<file path="src/rtl/weight_loader.sv">
// Byte-stream weight loader: assembles big-endian words and writes them one-hot into per-neuron RAMs.
// Optional trailing mod-256 checksum byte enabled by WEIGHT_LOADER_CHECKSUM_EN.
module weight_loader #(
  parameter int numNeurons   = 16,
  parameter int numWeights   = 16,
  parameter int addressWidth = 4,
  parameter int dataWidth    = 16
) (
  input  logic                    clk,
  input  logic                    rst_n,
  input  logic                    start,
  input  logic [7:0]              byteIn,
  input  logic                    byteValid,
  output logic                    byteReady,
  output logic [numNeurons-1:0]   writeEn,
  output logic [addressWidth-1:0] addr,
  output logic [dataWidth-1:0]    dataOut,
  output logic                    busy,
  output logic                    done,
  output logic                    error
);

  localparam int B  = dataWidth / 8;
  localparam int BW = (B > 1) ? $clog2(B) : 1;
  localparam int NW = (numNeurons > 1) ? $clog2(numNeurons) : 1;

  typedef enum logic [2:0] {
    S_IDLE, S_ASM, S_WR, S_CHK, S_DONE
  } state_t;

  state_t                  r_state;
  state_t                  w_next;
  logic [BW-1:0]           r_bcnt;
  logic [NW-1:0]           r_neuron;
  logic [addressWidth-1:0] r_addr;
  logic [dataWidth-1:0]    r_word;
  logic [dataWidth-1:0]    r_data;
  logic [dataWidth-1:0]    w_shift;
  logic                    w_xfer;
  logic                    w_last_byte;
  logic                    w_addr_end;
  logic                    w_last_word;

  assign w_xfer      = byteValid && byteReady;
  assign w_shift     = (r_word << 8) | dataWidth'(byteIn);
  assign w_last_byte = (r_bcnt == BW'(B - 1));
  assign w_addr_end  = (r_addr == addressWidth'(numWeights - 1));
  assign w_last_word = w_addr_end && (r_neuron == NW'(numNeurons - 1));
  assign addr        = r_addr;
  assign dataOut     = r_data;

  always_ff @(posedge clk or negedge rst_n) begin
    if (!rst_n) r_state <= S_IDLE;
    else        r_state <= w_next;
  end

  always_comb begin
    w_next = r_state;
    unique case (r_state)
      S_IDLE: if (start) w_next = S_ASM;
      S_ASM:  if (w_xfer && w_last_byte) w_next = S_WR;
      S_WR: begin
        if (!w_last_word) w_next = S_ASM;
`ifdef WEIGHT_LOADER_CHECKSUM_EN
        else              w_next = S_CHK;
`else
        else              w_next = S_DONE;
`endif
      end
      S_CHK:  if (w_xfer) w_next = S_DONE;
      S_DONE: w_next = S_IDLE;
      default: w_next = S_IDLE;
    endcase
  end

  always_comb begin
    byteReady = 1'b0;
    busy      = 1'b0;
    done      = 1'b0;
    writeEn   = '0;
    unique case (r_state)
      S_ASM: begin
        byteReady = 1'b1;
        busy      = 1'b1;
      end
      S_WR: begin
        busy    = 1'b1;
        writeEn = numNeurons'(1) << r_neuron;
      end
      S_CHK: begin
        byteReady = 1'b1;
        busy      = 1'b1;
      end
      S_DONE:  done = 1'b1;
      default: ;
    endcase
  end

  // Counters hold after the last word so the final position stays visible.
  always_ff @(posedge clk or negedge rst_n) begin
    if (!rst_n) begin
      r_bcnt   <= '0;
      r_neuron <= '0;
      r_addr   <= '0;
      r_word   <= '0;
      r_data   <= '0;
    end else begin
      if (r_state == S_IDLE && start) begin
        r_bcnt   <= '0;
        r_neuron <= '0;
        r_addr   <= '0;
      end
      if (r_state == S_ASM && w_xfer) begin
        r_word <= w_shift;
        if (w_last_byte) begin
          r_bcnt <= '0;
          r_data <= w_shift;
        end else begin
          r_bcnt <= r_bcnt + BW'(1);
        end
      end
      if (r_state == S_WR && !w_last_word) begin
        if (w_addr_end) begin
          r_addr   <= '0;
          r_neuron <= r_neuron + NW'(1);
        end else begin
          r_addr <= r_addr + addressWidth'(1);
        end
      end
    end
  end

`ifdef WEIGHT_LOADER_CHECKSUM_EN
  logic [7:0] r_sum;
  logic       r_error;

  assign error = r_error;

  always_ff @(posedge clk or negedge rst_n) begin
    if (!rst_n) begin
      r_sum   <= '0;
      r_error <= 1'b0;
    end else begin
      if (r_state == S_IDLE && start) begin
        r_sum   <= '0;
        r_error <= 1'b0;
      end
      if (r_state == S_ASM && w_xfer) r_sum <= r_sum + byteIn;
      if (r_state == S_CHK && w_xfer) r_error <= (byteIn != r_sum);
    end
  end
`else
  assign error = 1'b0;
`endif

endmodule
</file>
<file path="config.mk">
export PLATFORM = sky130hd
export DESIGN_NAME = weight_loader
export DESIGN_NICKNAME = d
export VERILOG_FILES = /design/src/rtl/weight_loader.sv
export SDC_FILE = /design/constraint.sdc
export NUM_CORES = 1
export LEC_CHECK = 0
export ABC_AREA = 1
export CAP_MARGIN = 15
export CELL_PAD_IN_SITES_DETAIL_PLACEMENT = 2
export CELL_PAD_IN_SITES_GLOBAL_PLACEMENT = 2
export CORE_UTILIZATION = 29
export DETAILED_ROUTE_END_ITERATION = 7
export GPL_TIMING_DRIVEN = 0
export PLACE_DENSITY_LB_ADDON = 0.1
export SYNTH_ARGS = -nofsm -noshare
export SYNTH_HDL_FRONTEND = slang
export SYNTH_SLANG_ARGS = --single-unit
export TNS_END_PERCENT = 50
</file>
<file path="constraint.sdc">
create_clock -name clk -period 3.69 [get_ports clk]
set_clock_uncertainty 0.15 [all_clocks]
set_input_delay 0.5535 -clock clk [delete_from_list [all_inputs] [get_ports clk]]
set_output_delay 0.5535 -clock clk [all_outputs]
set_load 0.01 [all_outputs]
</file>
==> flow_metrics.env, run 1 <==
export IMPL_yosys_area_share_simple_pct=39.7
export IMPL_die_w_um=83.6
export IMPL_syn_nets=258
export IMPL_synth_top_family_by_area="simple AND/OR/NAND/NOR gates"
export IMPL_wl_per_cell_um=14.2
export IMPL_maxCapViolCount=0
export IMPL_r2r_end="r_state[0]"
export IMPL_holdWs_ns=0.217
export IMPL_port_buffers=50
export IMPL_cp_arrival_ns=1.96
export IMPL_final_layout_size_suffix_gt1_share_pct=12.1
export IMPL_grt_total_usage_pct=16.8
export IMPL_rsz0062_at_grt="no"
export IMPL_avgSynthCellArea_um2=8.08
export IMPL_worstMarginPinSlew_ns=0.857
export IMPL_grt_first_pass_wirelength_mm=9.42
export IMPL_num_io_pins=52
export IMPL_cts_buffers=5
export IMPL_drtIter0Drc=40
export IMPL_grt_max_degree=37
export IMPL_critPathKind="reg -> out"
export IMPL_pre_cts_slack_ns=1.31
export IMPL_finalSetupTns_ns=0
export IMPL_start_util_pct=30.2
export IMPL_firstDrtPassIters=4
export IMPL_layout_common_cells="93 x nand2_1, 49 x clkdlybuf4s50_1, 36 x dfrtp_1"
export IMPL_totalWireLength_mm=5.32
export IMPL_crit_path_start_kind="flop"
export IMPL_via_count=1727
export IMPL_hold_viol_final=0
export IMPL_tritoncts="yes"
export IMPL_syn_inst=239
export IMPL_crit_start="r_state[2]"
export IMPL_leakagePower_nw=1.30
export IMPL_ir_drop_mv=0.299
export IMPL_endpoint_kind="output pin"
export IMPL_die_y_um=83.6
export IMPL_antennaDiodeCount=0
export IMPL_ys_types=26
export IMPL_synth_area_leaders="dfrtp_1 47%, nand2_1 18%, nand3_1 7.0%"
export IMPL_stdcell_area_um2=2630
export IMPL_multi_input_area_um2=880
export IMPL_final_nets=315
export IMPL_utilization_pct=41.2
export IMPL_reg2reg_from="addr[0]"
export IMPL_status="complete, no violations"
export IMPL_synth_seq_cells=36
export IMPL_fmax_mhz=375
export IMPL_setup_worst_path_end="writeEn[10]"
export IMPL_power_density_nw_per_um2=672
export IMPL_row_count=29
export IMPL_required_ns=2.99
export IMPL_grt_antenna_before_repair=0
export IMPL_first_global_vias=1890
export IMPL_synth_top_area_cell="dfrtp_1"
export IMPL_synth_xor_area_share_pct=0.454
export IMPL_hold_buffers=0
export IMPL_cts_root_buf="clkbuf_8"
export IMPL_n_fill_cell=738
export IMPL_viasPerCell=4.62
export IMPL_ys_seq_area_share_pct=46.7
export IMPL_overflow=0
export IMPL_critPathMaxFanout=9
export IMPL_seq_area_um2=901
export IMPL_synth_area_um2=1930
export IMPL_period_share_pct=72.3
export IMPL_r2r_slack_ns=2.02
export IMPL_cts_resized=0
export IMPL_synth_fa_ha_area_share_pct=4.54
export IMPL_clock_latency_ns=0.28
export IMPL_clkTransAtPathRegs_ns=0.08
export IMPL_ys_flop_type="dfrtp_1"
export IMPL_synth_top_area_share_pct=46.7
export IMPL_area_growth_synth_to_final_pct=36.4
export IMPL_setup_viol=0
export IMPL_synth_compound_area_share_pct=0.648
export IMPL_maxSlewHeadroom_pct=42.9
export IMPL_synth_area_mux_share_pct=0
export IMPL_min_period_ns=2.67
export IMPL_cts_buffer_depth=2
export IMPL_core_area_um2=6390
export IMPL_synth_async_reset_ratio_pct=100
export IMPL_setup_slack_ns=1.02
export IMPL_dieArea_um2=6990
export IMPL_post_cts_buffers=0
export IMPL_place_area_um2=2520
export IMPL_hpwl_mm=4.02
export IMPL_final_common_cell="nand2_1"
export IMPL_drc=0
export IMPL_antenna_left=0
export IMPL_gp_routability_congestion=0.728
export IMPL_clock_sinks=36
export IMPL_synth_edf_count=0
export IMPL_slew_viol_final=0
export IMPL_cts_max_level=2
export IMPL_yosys_warnings=0
export IMPL_worstHoldPathType="in -> async"
export IMPL_rr_worst_depth=6
==> cell type report <==
class                           instances  area share, %
Timing Repair Buffer                   50           18.8
Multi-Input combinational cell        176           33.4
Clock buffer                            5           2.61
Sequential cell                        36           34.2
Tap cell                               77           3.66
Inverter                               19           2.80
Clock inverter                          3           1.62
Buffer                                  8           2.90
==> synthesized netlist by cell type, drive strengths merged, types with 2 or more instances <==
| cell type | instances |
|---|---|
| buf | 8 |
| nand3 | 33 |
| ha | 7 |
| nand4 | 5 |
| nor3 | 2 |
| inv | 19 |
| dfrtp | 36 |
| nor2 | 26 |
| nand2 | 97 |
==> power by group <==
group	internal, mW	leakage (nW)	switching, mW
Combinational	0.358	0.777	0.417
Sequential	0.539	0.464	0.108
Clock	0.200	0.0541	0.149
Total	1.10	1.30	0.674
==> metal layers <==
layer	vias up	track usage (%)	wire length, um	part of all wire (%)
met4	0	4.16	46	0.86
met5	-	0	0	0
met3	5	2.67	169	3.2
met1	826	21.4	2410	45
met2	32	29.5	2700	51
li1	864	-	-	-
==> worst max-delay path, stage by stage, from the launching register on <==
cell and delay, ns:
dfrtp_1 0.42, inv_2 0.17, nand2_4 0.10, nor2_8 0.17, nand2_2 0.15, nor2_1 0.12, clkdlybuf4s50_1 0.54
==> sequential cells by signal (all words and copies together), names as in the netlist <==
| name | count |
|---|---|
| dataOut | 16 |
| r_word | 8 |
| addr | 4 |
| r_neuron | 4 |
| r_state | 3 |
| r_bcnt | 1 |
==> metrics by stage <==
step                cells  total power [mW]
global placement      366              1.42
global route          374              1.91
finish                374              1.77
floorplan             239              1.09
CTS                   374              1.81
detailed placement    366              1.45
==> how the worst min path moves through the flow <==
stage,startpoint,end,depth (start not counted)
finish,rst_n,r_neuron[3],1
global route,rst_n,addr[3],1
CTS,rst_n,r_word[2],1
detailed placement,dataOut[5],dataOut[5],2
global placement,r_word[1],r_word[1],2
floorplan,rst_n,addr[0],0
==> cells by family (layout without fill, tap and decap cells) <==
kind of cell | Yosys count | in the layout
compound gates | 2 | 2
xor+xnor | 1 | 1
fa+ha+maj | 7 | 7
buf+inv | 27 | 85
flops | 36 | 36
other cells | 1 | 1
simple gates | 165 | 165
(Power assumes the default switching activity.)
==> inputs of run 2 (changes only) <==
--- a/config.mk
+++ b/config.mk
@@ -9,7 +9,7 @@
 export CAP_MARGIN = 15
 export CELL_PAD_IN_SITES_DETAIL_PLACEMENT = 2
 export CELL_PAD_IN_SITES_GLOBAL_PLACEMENT = 2
-export CORE_UTILIZATION = 29
+export CORE_UTILIZATION = 27
 export DETAILED_ROUTE_END_ITERATION = 7
 export GPL_TIMING_DRIVEN = 0
 export PLACE_DENSITY_LB_ADDON = 0.1
==> constraint.sdc (replaced) <==
create_clock -name clk -period 2.7 [get_ports clk]
set_clock_uncertainty 0.15 [all_clocks]
set_input_delay 0.405 -clock clk [delete_from_list [all_inputs] [get_ports clk]]
set_output_delay 0.405 -clock clk [all_outputs]
set_load 0.01 [all_outputs]
==> flow_metrics.env, run 2 (synthesis gave the netlist of run 1 again) <==
export IMPL_crit_start="r_state[2]"
export IMPL_final_common_cell="nand2_1"
export IMPL_worstMarginPinSlew_ns=0.855
export IMPL_setup_viol=0
export IMPL_drc=0
export IMPL_grt_max_degree=37
export IMPL_post_cts_buffers=0
export IMPL_clkTransAtPathRegs_ns=0.08
export IMPL_status="complete, no violations"
export IMPL_r2r_slack_ns=1.02
export IMPL_totalWireLength_mm=5.28
export IMPL_first_global_vias=1850
export IMPL_tritoncts="yes"
export IMPL_power_density_nw_per_um2=883
export IMPL_layout_common_cells="93 x nand2_1, 49 x clkdlybuf4s50_1, 36 x dfrtp_1"
export IMPL_slew_viol_final=0
export IMPL_finalSetupTns_ns=0
export IMPL_place_area_um2=2550
export IMPL_period_share_pct=94.2
export IMPL_cts_max_level=2
export IMPL_antenna_left=0
export IMPL_rr_worst_depth=7
export IMPL_utilization_pct=38.4
export IMPL_crit_path_start_kind="flop"
export IMPL_final_layout_size_suffix_gt1_share_pct=11.8
export IMPL_grt_antenna_before_repair=0
export IMPL_cts_resized=0
export IMPL_drtIter0Drc=14
export IMPL_n_fill_cell=802
export IMPL_cts_root_buf="clkbuf_8"
export IMPL_cts_buffers=5
export IMPL_antennaDiodeCount=0
export IMPL_via_count=1754
export IMPL_reg2reg_from="addr[0]"
export IMPL_cts_buffer_depth=2
export IMPL_area_growth_synth_to_final_pct=36.5
export IMPL_critPathKind="reg -> out"
export IMPL_endpoint_kind="output pin"
export IMPL_layoutNonFillerInstCount=393
export IMPL_hold_buffers=0
export IMPL_row_count=30
export IMPL_hpwl_mm=3.84
export IMPL_largest_reg_flops=16
export IMPL_required_ns=2.14
export IMPL_multi_input_area_um2=880
export IMPL_clock_latency_ns=0.29
export IMPL_worstHoldPathType="in -> async"
export IMPL_num_io_pins=52
export IMPL_critPathMaxFanout=9
export IMPL_cp_arrival_ns=1.99
export IMPL_core_area_um2=6870
export IMPL_grt_total_usage_pct=16.0
export IMPL_die_y_um=86.6
export IMPL_seq_area_um2=901
export IMPL_firstDrtPassIters=4
export IMPL_clock_sinks=36
export IMPL_die_w_um=86.6
export IMPL_dieArea_um2=7490
export IMPL_wl_per_cell_um=13.4
export IMPL_start_util_pct=28.1
export IMPL_leakagePower_nw=1.28
export IMPL_viasPerCell=4.46
export IMPL_port_buffers=50
export IMPL_r2r_end="addr[0]"
export IMPL_overflow=0
export IMPL_ir_drop_mv=0.368
export IMPL_rsz0062_at_grt="no"
export IMPL_grt_first_pass_wirelength_mm=9.18
export IMPL_stdcell_area_um2=2640
export IMPL_hold_viol_final=0
export IMPL_dp_cells=385
export IMPL_final_nets=315
export IMPL_gp_routability_congestion=0.719
export IMPL_setup_worst_path_end="writeEn[3]"
export IMPL_fmax_mhz=393
export IMPL_maxCapViolCount=0
export IMPL_min_period_ns=2.54
export IMPL_maxSlewHeadroom_pct=43.0
-- run 2: changes by cell type in the layout (fill, tap and decap cells not counted), sizes merged --
cell,previous run,this run
bufinv,1,0
clkbuf,5,6
-- run 2: through the flow --
step                      hold slack (ns)  total power [mW]  setup WS [ns]
after CTS                           0.107              2.39          0.109
final                              0.0680              2.33          0.158
after global placement              0.311              1.94         0.0711
after global routing                0.136              2.52        0.00308
after detailed placement            0.319              1.97          0.440
after floorplan                   -0.0406              1.49           1.09
-- run 2: how the worst min path moves through the flow --
stage	cells after the start	end	slack [ns]
3_3_place_gp	2	dataOut[6]	0.31
5_1_grt	1	r_state[1]	0.14
4_1_cts	1	dataOut[10]	0.11
2_1_floorplan	0	addr[0]	-0.04
3_5_place_dp	2	dataOut[4]	0.32
6_report	1	addr[2]	0.07
-- run 2: cell type report --
type                            count  share of cell area (%)
Sequential cell                    36                    34.2
Multi-Input combinational cell    176                    33.4
Timing Repair Buffer               50                    18.8
Tap cell                           96                    4.56
Buffer                              8                    2.90
Inverter                           19                    2.80
Clock buffer                        6                    2.75
Clock inverter                      2                   0.617
-- run 2: worst max-delay path, cell delays in order, from the launching register on --
cell and delay, ns:
dfrtp_1 0.42, inv_2 0.17, nand2_4 0.10, nor2_8 0.18, nand2_2 0.16, nor2_1 0.12
clkdlybuf4s50_1 0.54
-- run 2: where the power goes --
group / switching (mW) / total, mW / internal [mW]
clock network: 0.213 / 0.396 / 0.184
registers: 0.139 / 0.875 / 0.736
logic: 0.567 / 1.06 / 0.490
total: 0.918 / 2.33 / 1.41
-- run 2: layer usage --
| metal | track usage [%] | part of all wire [%] | vias up |
|---|---|---|---|
| met2 | 28.7 | 50 | 34 |
| met1 | 19.3 | 46 | 858 |
| met3 | 3.71 | 3.9 | 5 |
| met5 | 0 | 0 | - |
| li1 | - | - | 857 |
| met4 | 4.09 | 1.0 | 0 |
